--- config.mk ---
export PLATFORM = sky130hd
export DESIGN_NAME = ch_trigger_gen_multi
export DESIGN_NICKNAME = d
export VERILOG_FILES = /design/src/rtl/types_pkg.sv /design/src/rtl/ch_trigger_gen_multi.sv
export SDC_FILE = /design/constraint.sdc
export NUM_CORES = 1
export LEC_CHECK = 0
export ABC_AREA = 0
export BUFFER_PORTS_ARGS = -buffer_cell sky130_fd_sc_hd__buf_2
export CAP_MARGIN = 5
export CORE_MARGIN = 2
export CORE_UTILIZATION = 52
export CTS_CLUSTER_DIAMETER = 150
export CTS_CLUSTER_SIZE = 20
export DETAILED_ROUTE_END_ITERATION = 7
export GPL_TIMING_DRIVEN = 0
export PLACE_DENSITY = 0.76
export SYNTH_ARGS = -nofsm -noshare
export SYNTH_HDL_FRONTEND = slang
export SYNTH_SLANG_ARGS = --single-unit
export TNS_END_PERCENT = 10
--- constraint.sdc ---
create_clock -name FCLK -period 6.23 [get_ports FCLK]
set_input_delay 0.623 -clock FCLK [delete_from_list [all_inputs] [get_ports FCLK]]
set_output_delay 0.623 -clock FCLK [all_outputs]
set_load 0.02 [all_outputs]
--- src/rtl/types_pkg.sv ---
`default_nettype none
// ============================================================================
//  Module      : types_pkg
//  Description : Shared type definitions. state_t is the global acquisition
//                state broadcast to the channel logic.
//  Revision    : 1.0  initial release
// ============================================================================
package types_pkg;

  typedef enum logic [2:0] {
    STATE_STOPPED = 3'd0,
    STATE_INIT    = 3'd1,
    STATE_IDLE    = 3'd2,
    STATE_RUNNING = 3'd3,
    STATE_READOUT = 3'd4
  } state_t;

endpackage
`default_nettype wire

--- src/rtl/ch_trigger_gen_multi.sv ---
`default_nettype none
// ============================================================================
//  Module      : ch_trigger_gen_multi
//  Description : Multi-channel trigger generator. Synchronises NUM_CH
//                discriminator inputs, applies per-channel polarity/enable,
//                blanks for HOLDOFF_CYCLES after INST_START, combines the
//                channels (OR / AND / MAJORITY / INDEPENDENT), gates on the
//                global state and counts accepted trigger_any rising edges.
//  Build option: define TRIG_DEADTIME_EN to add a per-channel retrigger mask
//                of DEADTIME cycles after each trigger[i] rising edge.
//  Revision    : 1.0  initial release
//
//  Ports
//    FCLK                    sampling clock, all logic on posedge
//    INST_START              synchronous active-high reset, restarts blanking
//    DISCRIMINATOR_OUTPUT    [NUM_CH] raw asynchronous discriminator outputs
//    DISCRIMINATOR_POLARITY  [NUM_CH] 1 = channel is active-low
//    CH_ENABLE               [NUM_CH] per-channel enable
//    TRIG_MODE               [2] 00 OR, 01 AND, 10 MAJORITY, 11 INDEPENDENT
//    MAJ_THRESH              [$clog2(NUM_CH+1)] majority threshold
//    HOLDOFF_CYCLES          [HOLDOFF_W] blanking length after INST_START
//    current_state           global acquisition state (types_pkg::state_t)
//    trigger                 [NUM_CH] registered per-channel trigger
//    trigger_any             registered OR of trigger
//    armed                   1 once blanking has completed
//    trig_count              [CNT_W] saturating count of trigger_any rises
// ============================================================================
module ch_trigger_gen_multi
  import types_pkg::*;
#(
  parameter int NUM_CH      = 8,
  parameter int SYNC_STAGES = 2,
  parameter int HOLDOFF_W   = 8,
  parameter int CNT_W       = 16,
  parameter int DEADTIME    = 4
) (
  input  logic                         FCLK,
  input  logic                         INST_START,
  input  logic [NUM_CH-1:0]            DISCRIMINATOR_OUTPUT,
  input  logic [NUM_CH-1:0]            DISCRIMINATOR_POLARITY,
  input  logic [NUM_CH-1:0]            CH_ENABLE,
  input  logic [1:0]                   TRIG_MODE,
  input  logic [$clog2(NUM_CH+1)-1:0]  MAJ_THRESH,
  input  logic [HOLDOFF_W-1:0]         HOLDOFF_CYCLES,
  input  state_t                       current_state,
  output logic [NUM_CH-1:0]            trigger,
  output logic                         trigger_any,
  output logic                         armed,
  output logic [CNT_W-1:0]             trig_count
);

  localparam int PC_W = $clog2(NUM_CH+1);

  localparam logic [0:0] ST_BLANK = 1'b0;
  localparam logic [0:0] ST_ARMED = 1'b1;

  localparam logic [1:0] MODE_OR  = 2'b00;
  localparam logic [1:0] MODE_AND = 2'b01;
  localparam logic [1:0] MODE_MAJ = 2'b10;

  logic [NUM_CH-1:0]    r_sync [SYNC_STAGES];
  logic [0:0]           r_state;
  logic [HOLDOFF_W-1:0] r_blank_cnt;
  logic                 r_armed;
  logic [NUM_CH-1:0]    r_trigger;
  logic                 r_trig_any;
  logic [CNT_W-1:0]     r_count;

  logic [NUM_CH-1:0]    w_hit;
  logic [PC_W-1:0]      w_popcnt;
  logic                 w_gate;
  logic [NUM_CH-1:0]    w_fire_raw;
  logic [NUM_CH-1:0]    w_dt_mask;
  logic [NUM_CH-1:0]    w_trig_next;
  logic                 w_any_next;

  // --------------------------------------------------------------------------
  // Input synchroniser chain
  // --------------------------------------------------------------------------
  always_ff @(posedge FCLK) begin
    if (INST_START) begin
      for (int s = 0; s < SYNC_STAGES; s++) r_sync[s] <= '0;
    end else begin
      r_sync[0] <= DISCRIMINATOR_OUTPUT;
      for (int s = 1; s < SYNC_STAGES; s++) r_sync[s] <= r_sync[s-1];
    end
  end

  // --------------------------------------------------------------------------
  // Arm FSM: count blanking cycles, then stay armed until the next INST_START
  // --------------------------------------------------------------------------
  always_ff @(posedge FCLK) begin
    if (INST_START) begin
      r_state     <= ST_BLANK;
      r_blank_cnt <= '0;
      r_armed     <= 1'b0;
    end else begin
      case (r_state)
        ST_BLANK: begin
          // HOLDOFF_CYCLES is compared live, so it may be changed while blanking
          if (r_blank_cnt == HOLDOFF_CYCLES) begin
            r_state <= ST_ARMED;
            r_armed <= 1'b1;
          end else begin
            r_blank_cnt <= r_blank_cnt + 1'b1;
          end
        end
        ST_ARMED: begin
          r_state <= ST_ARMED;
          r_armed <= 1'b1;
        end
        default: begin
          r_state <= ST_BLANK;
          r_armed <= 1'b0;
        end
      endcase
    end
  end

  // --------------------------------------------------------------------------
  // Hit qualification, state gate and combine rule
  // --------------------------------------------------------------------------
  always_comb begin
    w_hit    = (r_sync[SYNC_STAGES-1] ^ DISCRIMINATOR_POLARITY) & CH_ENABLE;
    w_popcnt = '0;
    for (int i = 0; i < NUM_CH; i++) w_popcnt = w_popcnt + PC_W'(w_hit[i]);
  end

  assign w_gate = !(current_state inside {STATE_STOPPED, STATE_INIT, STATE_READOUT});

  always_comb begin
    w_fire_raw = '0;
    case (TRIG_MODE)
      MODE_OR:  w_fire_raw = w_hit;
      MODE_AND: w_fire_raw = ((w_hit == CH_ENABLE) && (CH_ENABLE != '0)) ? w_hit : '0;
      MODE_MAJ: w_fire_raw = ((w_popcnt >= MAJ_THRESH) && (MAJ_THRESH != '0)) ? w_hit : '0;
      default:  w_fire_raw = w_hit;
    endcase
  end

  assign w_trig_next = w_fire_raw & ~w_dt_mask & {NUM_CH{w_gate & r_armed}};
  assign w_any_next  = |w_trig_next;

`ifdef TRIG_DEADTIME_EN
  // --------------------------------------------------------------------------
  // Retrigger mask: load DEADTIME on each trigger[i] rise, block fire[i]
  // while nonzero. A masked channel cannot rise, so load and decrement
  // never collide.
  // --------------------------------------------------------------------------
  localparam int DT_W = (DEADTIME > 0) ? $clog2(DEADTIME+1) : 1;

  logic [DT_W-1:0] r_dt_cnt [NUM_CH];

  always_comb begin
    for (int i = 0; i < NUM_CH; i++) w_dt_mask[i] = (r_dt_cnt[i] != '0);
  end

  always_ff @(posedge FCLK) begin
    if (INST_START) begin
      for (int i = 0; i < NUM_CH; i++) r_dt_cnt[i] <= '0;
    end else begin
      for (int i = 0; i < NUM_CH; i++) begin
        if (w_trig_next[i] && !r_trigger[i])
          r_dt_cnt[i] <= DT_W'(DEADTIME);
        else if (r_dt_cnt[i] != '0)
          r_dt_cnt[i] <= r_dt_cnt[i] - 1'b1;
      end
    end
  end
`else
  assign w_dt_mask = '0;
`endif

  // --------------------------------------------------------------------------
  // Output registers and saturating trigger counter
  // --------------------------------------------------------------------------
  always_ff @(posedge FCLK) begin
    if (INST_START) begin
      r_trigger  <= '0;
      r_trig_any <= 1'b0;
      r_count    <= '0;
    end else begin
      r_trigger  <= w_trig_next;
      r_trig_any <= w_any_next;
      // Count on the same edge that trigger_any rises
      if (w_any_next && !r_trig_any && (r_count != {CNT_W{1'b1}}))
        r_count <= r_count + 1'b1;
    end
  end

  assign trigger     = r_trigger;
  assign trigger_any = r_trig_any;
  assign armed       = r_armed;
  assign trig_count  = r_count;

endmodule
`default_nettype wire

-- Word level (Yosys, flattened, before mapping)
Memories as Yosys holds them, arrays and structs flattened.
Index checks and enable logic that the tools add are counted.
- $add $sub $neg: 9
- order comparisons: 1
- equal/unequal tests: 8
- muxes and demuxes: 12
- bitwise gates (word level): 8
- reductions and logical operators: 12
- operators with widths (kind ; count):
    $mux W8 ; 4
    $add A16 B1 Y16 const B ; 1
    $add A4 B1 Y4 ; 4
    $and A8 B8 Y8 ; 2
    $eq A8 B8 Y1 ; 2
    $ne A16 B16 Y1 const B ; 1
    $pmux W8 S2 ; 1
    $add A8 B1 Y8 const B ; 1
    $reduce_bool A8 Y1 ; 1
    $reduce_or A8 Y1 ; 1
    $xor A8 B8 Y8 ; 1
    $mux W1 ; 5
    $add A3 B1 Y4 ; 1
    $ge A4 B4 Y1 ; 1
    $logic_and A1 B1 Y1 ; 4
    $pmux W1 S2 ; 2
    $reduce_bool A4 Y1 ; 1
    $add A2 B1 Y3 ; 1
    $eq A3 B1 Y1 const B ; 1
    $eq A3 B3 Y1 const B ; 1
    $logic_not A3 Y1 ; 1
    $reduce_bool A3 Y1 ; 1
    $add A1 B1 Y2 ; 1
    $eq A2 B1 Y1 const B ; 1
    7 further kinds ; 10
- register bits: 35
- bits in writable memories: 16
- input bits: 43
- memories: 1
- memory list (name ; words ; width ; rd ports ; clocked after Yosys merged registers in ; wr ports ; line ; source):
    r_sync ; 2 ; 8 ; 2 ; 0 ; 2 ; ch_trigger_gen_multi.sv:61 ; logic [NUM_CH-1:0] r_sync [SYNC_STAGES];

-- Depth between registers and ports, before layout
An unclocked memory read counts as a cell.
- depth after elaboration: 18
- gate-level depth with buffers: 17
- depth with buffers taken out: 16

-- Least setup slack after synthesis
OpenSTA, ideal clock, no wires.
- path kind: in2reg
- start: input port DISCRIMINATOR_POLARITY[0]
- end: register r_count[11], in the netlist trig_count[11]
- data arrival time: 4.663 ns
- required time: 6.109 ns
- slack: 1.446 ns
- stages on the path: 16
- path buffers: 1
- cell sequence: xor2_1 > nand2_1 > fa_1 > fa_1 > inv_1 > fa_1 > ha_1 > fa_1 > ha_1 > a21o_1 > a211oi_1 > o31ai_1 > a21oi_2 > buf_6 > nor4b_2 > mux2_2
- word-level cells in the longest chain between the ends: 17
- elaborated cells between the ends (all ways): 20
- ends and longest elaborated chain (element ; line ; source):
    from (decl) ; ch_trigger_gen_multi.sv:40 ; input logic [NUM_CH-1:0] DISCRIMINATOR_POLARITY,
    $xor A8 B8 Y8 (*) ; ch_trigger_gen_multi.sv:124 ; w_hit = (r_sync[SYNC_STAGES-1] ^ DISCRIMINATOR_POLARITY) & CH_ENABLE;
    $and A8 B8 Y8 (*) ; ch_trigger_gen_multi.sv:124 ;
    $add A1 B1 Y2 ; ch_trigger_gen_multi.sv:126 ; for (int i = 0; i < NUM_CH; i++) w_popcnt = w_popcnt + PC_W'(w_hit[i]);
    $add A2 B1 Y3 ; ch_trigger_gen_multi.sv:126 ;
    $add A3 B1 Y4 ; ch_trigger_gen_multi.sv:126 ;
    $add A4 B1 Y4 (4 in a row) ; ch_trigger_gen_multi.sv:126 ;
    $ge A4 B4 Y1 ; ch_trigger_gen_multi.sv:136 ; MODE_MAJ: w_fire_raw = ((w_popcnt >= MAJ_THRESH) && (MAJ_THRESH != '0)) ? w_hit : '0;
    $logic_and A1 B1 Y1 ; ch_trigger_gen_multi.sv:136 ;
    $mux W8 ; ch_trigger_gen_multi.sv:136 ;
    $pmux W8 S2 (*) ; ch_trigger_gen_multi.sv:133 ; case (TRIG_MODE)
    $and A8 B8 Y8 (*) ; ch_trigger_gen_multi.sv:141 ; assign w_trig_next = w_fire_raw & ~w_dt_mask & {NUM_CH{w_gate & r_armed}};
    $reduce_or A8 Y1 (*) ; ch_trigger_gen_multi.sv:142 ; assign w_any_next = |w_trig_next;
    $logic_and A1 B1 Y1 (*) (2 in a row) ; ch_trigger_gen_multi.sv:186 ; if (w_any_next && !r_trig_any && (r_count != {CNT_W{1'b1}}))
    to (signal assigned) ; ch_trigger_gen_multi.sv:187 ; r_count <= r_count + 1'b1;
    to (decl) ; ch_trigger_gen_multi.sv:67 ; logic [CNT_W-1:0] r_count;
Mark *: on every way between the ends. The rest lies on a longest branch, timed or not.
A chain may end at the register's enable or synchronous reset.

-- Worst setup path in the final report
- start: input port DISCRIMINATOR_POLARITY[0]
- end: register r_count[1], in the netlist trig_count[1]
The elaborated chain is that of the path after synthesis.

==> flow_results.org <==
** Run status
- The flow ran to the end, and the final reports show no timing, DRC or antenna violations.

** Clock network
- The number of gates resized after CTS was 0.
- The clock passes through at most 2 buffers.
- H-tree depth :: 2
- Buffers inserted during clock tree synthesis total 5.
- For this design, the CTS-stage hold fixing added 0 buffers.
- After clock tree synthesis, the clock-pin slew on the worst setup and hold paths is ~0.1 ns.
- Clock latency on the worst-skew pair :: ~0.30 ns
- The tree built by TritonCTS fans out to 51 sinks.
- CTS tree :: done
- # Post-CTS Setup Buffers :: 0
- CTS placed an instance of clkbuf_8 at the clock tree root.

** STA
- Setup violations remaining at the end of the flow were counted as 0.
- Setup Skew :: around 0.0086 ns
- Setup repair after global routing missed its margin :: no
- Setup total negative slack on the finished layout was measured at 0 ns.
- Headroom to the max-slew limit came out at roughly three fifths.
- Total count of hold-check failures in the final report :: 0
- Number of pins exceeding their max-slew limit in the final report :: 0
- In the finished design, the share of the clock period the worst path needs comes to 81.1%.
- Final min period :: approximately 5.1 ns
- For the pin with the worst max-slew slack, the measured transition is slightly above 0.6 ns.
- Setup slack closes at around 1.2 ns.
- Max Fclk :: ~200 MHz

** Floorplanning
- The die covers 5440 sq um.
- The die is roughly 74 um tall.
- For this design the top-level I/O count stands at a little under 70.
- The initial utilization of the core area, before any placement, comes to a little over half.
- Standard-cell row count :: 25
- In this run the standard cell core region covers approximately 4700 sq um.
- Die extent in x :: 73.8 um

** Worst setup path
- STA puts the critical path data required time at approximately 6.5 ns.
- Data arrival time of the critical path :: between 5 and 6 ns
- Worst-path maximum fanout :: 10
- Traced cell by cell, the critical path runs through buf_2 -> xor2_1 -> nand2_1 -> fa_1 -> fa_1 -> inv_1 -> fa_1 -> ha_1 -> fa_1 -> ha_1 -> a21o_1 -> a211oi_1 -> o31ai_1 -> a21oi_2 -> clkbuf_1 -> o21ai_0 -> a21oi_1.
- The most numerous cell type found on the critical path is fa_1.
- The worst setup path is captured at a flop.
- Highest cell delay on the worst timing path :: between 0.5 and 0.6 ns
- Worst reg2reg endpoint :: trig_count[1]
- Reg-to-reg startpoint :: r_sync[0][8]
- The number of cells on the worst reg-to-reg path is 16.
- Across all register-to-register paths, the minimum setup slack is around 1.3 ns.
- The worst setup path is of the in2reg kind.
- Critical Path Slowest Stage Cell :: fa_1
- The kind of cell with the highest combined delay along the critical path is adder cells.
- Buffers plus inverters on the worst setup path :: 3
- The worst setup path is launched from an input pin.

** Layout
- Share of layout cells above drive strength 1 :: roughly a quarter
- Summing all multi-input logic gate instances after layout gives 1370 sq um.
- Number of fill cells :: about 430
- Once layout is complete, the cells apart from fillers number around 430.
- Number of nets in the layout :: between 400 and 500
- Storage cell area :: 1020 sq um
- Number of inserted diodes :: 0
- Post-route cell area :: 3050 sq um
- The library cell used most frequently in the layout, excluding fill and tap cells, is buf_2.
- Area growth, synth to finish :: 20.6%
- Leading cell types in the layout, fill and taps excluded :: 68 x buf_2, 51 x dfxtp_1, 31 x nor2_1

** GRT
- The number of antenna violations at the first check in global routing is 0.
- Tot GR Track Use :: roughly a fifth
- Largest net degree at the start of global routing :: 19
- Wire length of the first global-routing pass :: 8.22 mm
- Number of global-route vias before repair :: ~2,000
- Gr ovfl total :: 0

** Yosys
- Synthesis produced 284 cells.
- Post-synthesis sequential area ratio :: ~40%
- During synthesis, Yosys emitted a total of 0 warnings.
- In this run, synthesis produced a sequential element count of 51.
- Primary FF master, synth :: dfxtp_1
- Count of flip-flops with a built-in enable after synthesis :: 0
- Post-synthesis net count :: about 340
- Synthesized-area fraction occupied by xor and xnor cells :: slightly above 8%
- The cell area that synthesis handed to floorplanning was between 2000 and 3000 sq um.
- Post-synthesis adder-cell area fraction :: 8.60%
- Simple-Gate Fraction of Synth Area :: 24.0%
- Compound-gate portion of the synthesized area :: about a tenth
- Of the post-synthesis cell area, the part taken by muxes is roughly 3.5%.
- After synthesis, the netlist uses slightly above 40 different library cells.
- Syn_area_per_cell :: 8.91 sq um
- Main combinational cell family by area after synthesis :: simple AND/OR/NAND/NOR gates
- Of all flip-flops after synthesis, the portion carrying an async set or reset was 0%.

** Detailed routing
- Routed vias :: between 2,000 and 2,500
- In this run, the number of DRC markers left after iteration 0 of detailed routing was 116.
- Routed WL per cell :: between 10 and 15 um
- In the routed layout, each cell is associated on average with a via count of ~5.
- Number of iterations in the first detailed-routing pass :: 4
- Routed WL :: 5.26 mm
- Drc violations :: 0
- The detail route stage leaves a number of antenna-violating nets equal to 0.
- Wire segments on met2 add up to 2.60 mm in the final route.
- After detailed routing, no signal wire sits above met4.
- Detailed route wirelength on metal3 :: between 200 and 250 um
- The detailed router put a total of 2.36 mm of wire on met1.

** Worst hold path
- Counting instances, the worst hold path has a depth of 1.
- The path class of the tightest hold or removal check is reg2reg.
- Hold Startpoint :: r_sync[0][4]
- The worst hold path terminates at r_sync[0][12].

** Placed design
- Buffers placed on the I/O ports in this run total 68.
- Before CTS, the worst setup slack after placement is 0.930 ns.
- Hpwl dp :: 4.02 mm
- Routability Congestion :: 0.830
- Placed Cells :: between 400 and 500
- Post-placement cell area :: between 2000 and 3000 sq um

** Pwr
- Power Density :: approximately 210 nW/um^2
- The analysis attributes to cell leakage a power of 1.44 nW.
- IR analysis of the VDD net gives a maximum drop of 186 uV.
- Power, Total :: ~640 uW

** Run
- # Max-Cap Violations :: 0
## final cells by class
type	instances	share of cell area, %
Buffer	12	1.72
Clock buffer	5	2.25
Clock inverter	3	0.943
Inverter	24	2.95
Multi-Input combinational cell	197	44.8
Sequential cell	51	33.4
Tap cell	67	2.75
Timing Repair Buffer	68	11.1
## cell families after synthesis
family	Yosys count
muxes	8
AOI/OAI and AO/OA	37
DFF	51
xor gates and xnor gates	24
buffers and inverters	36
adders and majority gates	15
and+or+nand+nor	113
## synthesized netlist by cell type, drive strengths merged (7+ instances only)
master / n / area share [%]
dfxtp: 51 / 40
nor2: 31 / 4.6
inv: 24 / 3.6
nor2b: 24 / 5.9
xor2: 21 / 7.3
nand2: 16 / 2.4
a21oi: 13 / 2.7
ha: 11 / 5.4
clkbuf: 10 / 1.5
mux2: 7 / 3.1
o31ai: 7 / 2.1
## flip-flops by register name, summed over array words and instances, names as in the netlist
signal and count:
r_sync 16, r_blank_cnt 8, trigger 8, trig_count 16
armed 1, r_state 1, trigger_any 1
## how the worst max path moves through the flow
stage	to	start	slack [ns]	depth (start not counted)
CTS	trig_count[1]	DISCRIMINATOR_POLARITY[0]	1.20	17
floorplan	trig_count[11]	DISCRIMINATOR_POLARITY[0]	1.45	16
detailed placement	trig_count[9]	DISCRIMINATOR_POLARITY[0]	0.93	17
global placement	trig_count[1]	DISCRIMINATOR_POLARITY[0]	0.95	17
finish	trig_count[1]	DISCRIMINATOR_POLARITY[0]	1.17	17
global route	trig_count[9]	DISCRIMINATOR_POLARITY[0]	0.93	17
## metrics by stage
stage,utilization [%],hold WS [ns]
final,64.6,0.443
after CTS,64.6,0.450
after floorplan,-,0.414
after global routing,64.6,0.468
after global placement,62.6,0.419
after detailed placement,62.6,0.426
## report_power, final
part / switching, mW / internal (mW) / leakage [nW] / total (mW)
clock network: 0.118 / 0.0834 / 0.0502 / 0.202
logic: 0.0563 / 0.0480 / 0.972 / 0.104
registers: 0.00371 / 0.333 / 0.415 / 0.336
total: 0.178 / 0.464 / 1.44 / 0.642
## routing by layer
layer | GRT usage (%) | up-vias
met2 | 34.2 | 58
met4 | 5.25 | 0
met1 | 23.4 | 986
li1 | - | 1103
met3 | 4.80 | 4
met5 | 0 | -
(Power assumes the default switching activity.)
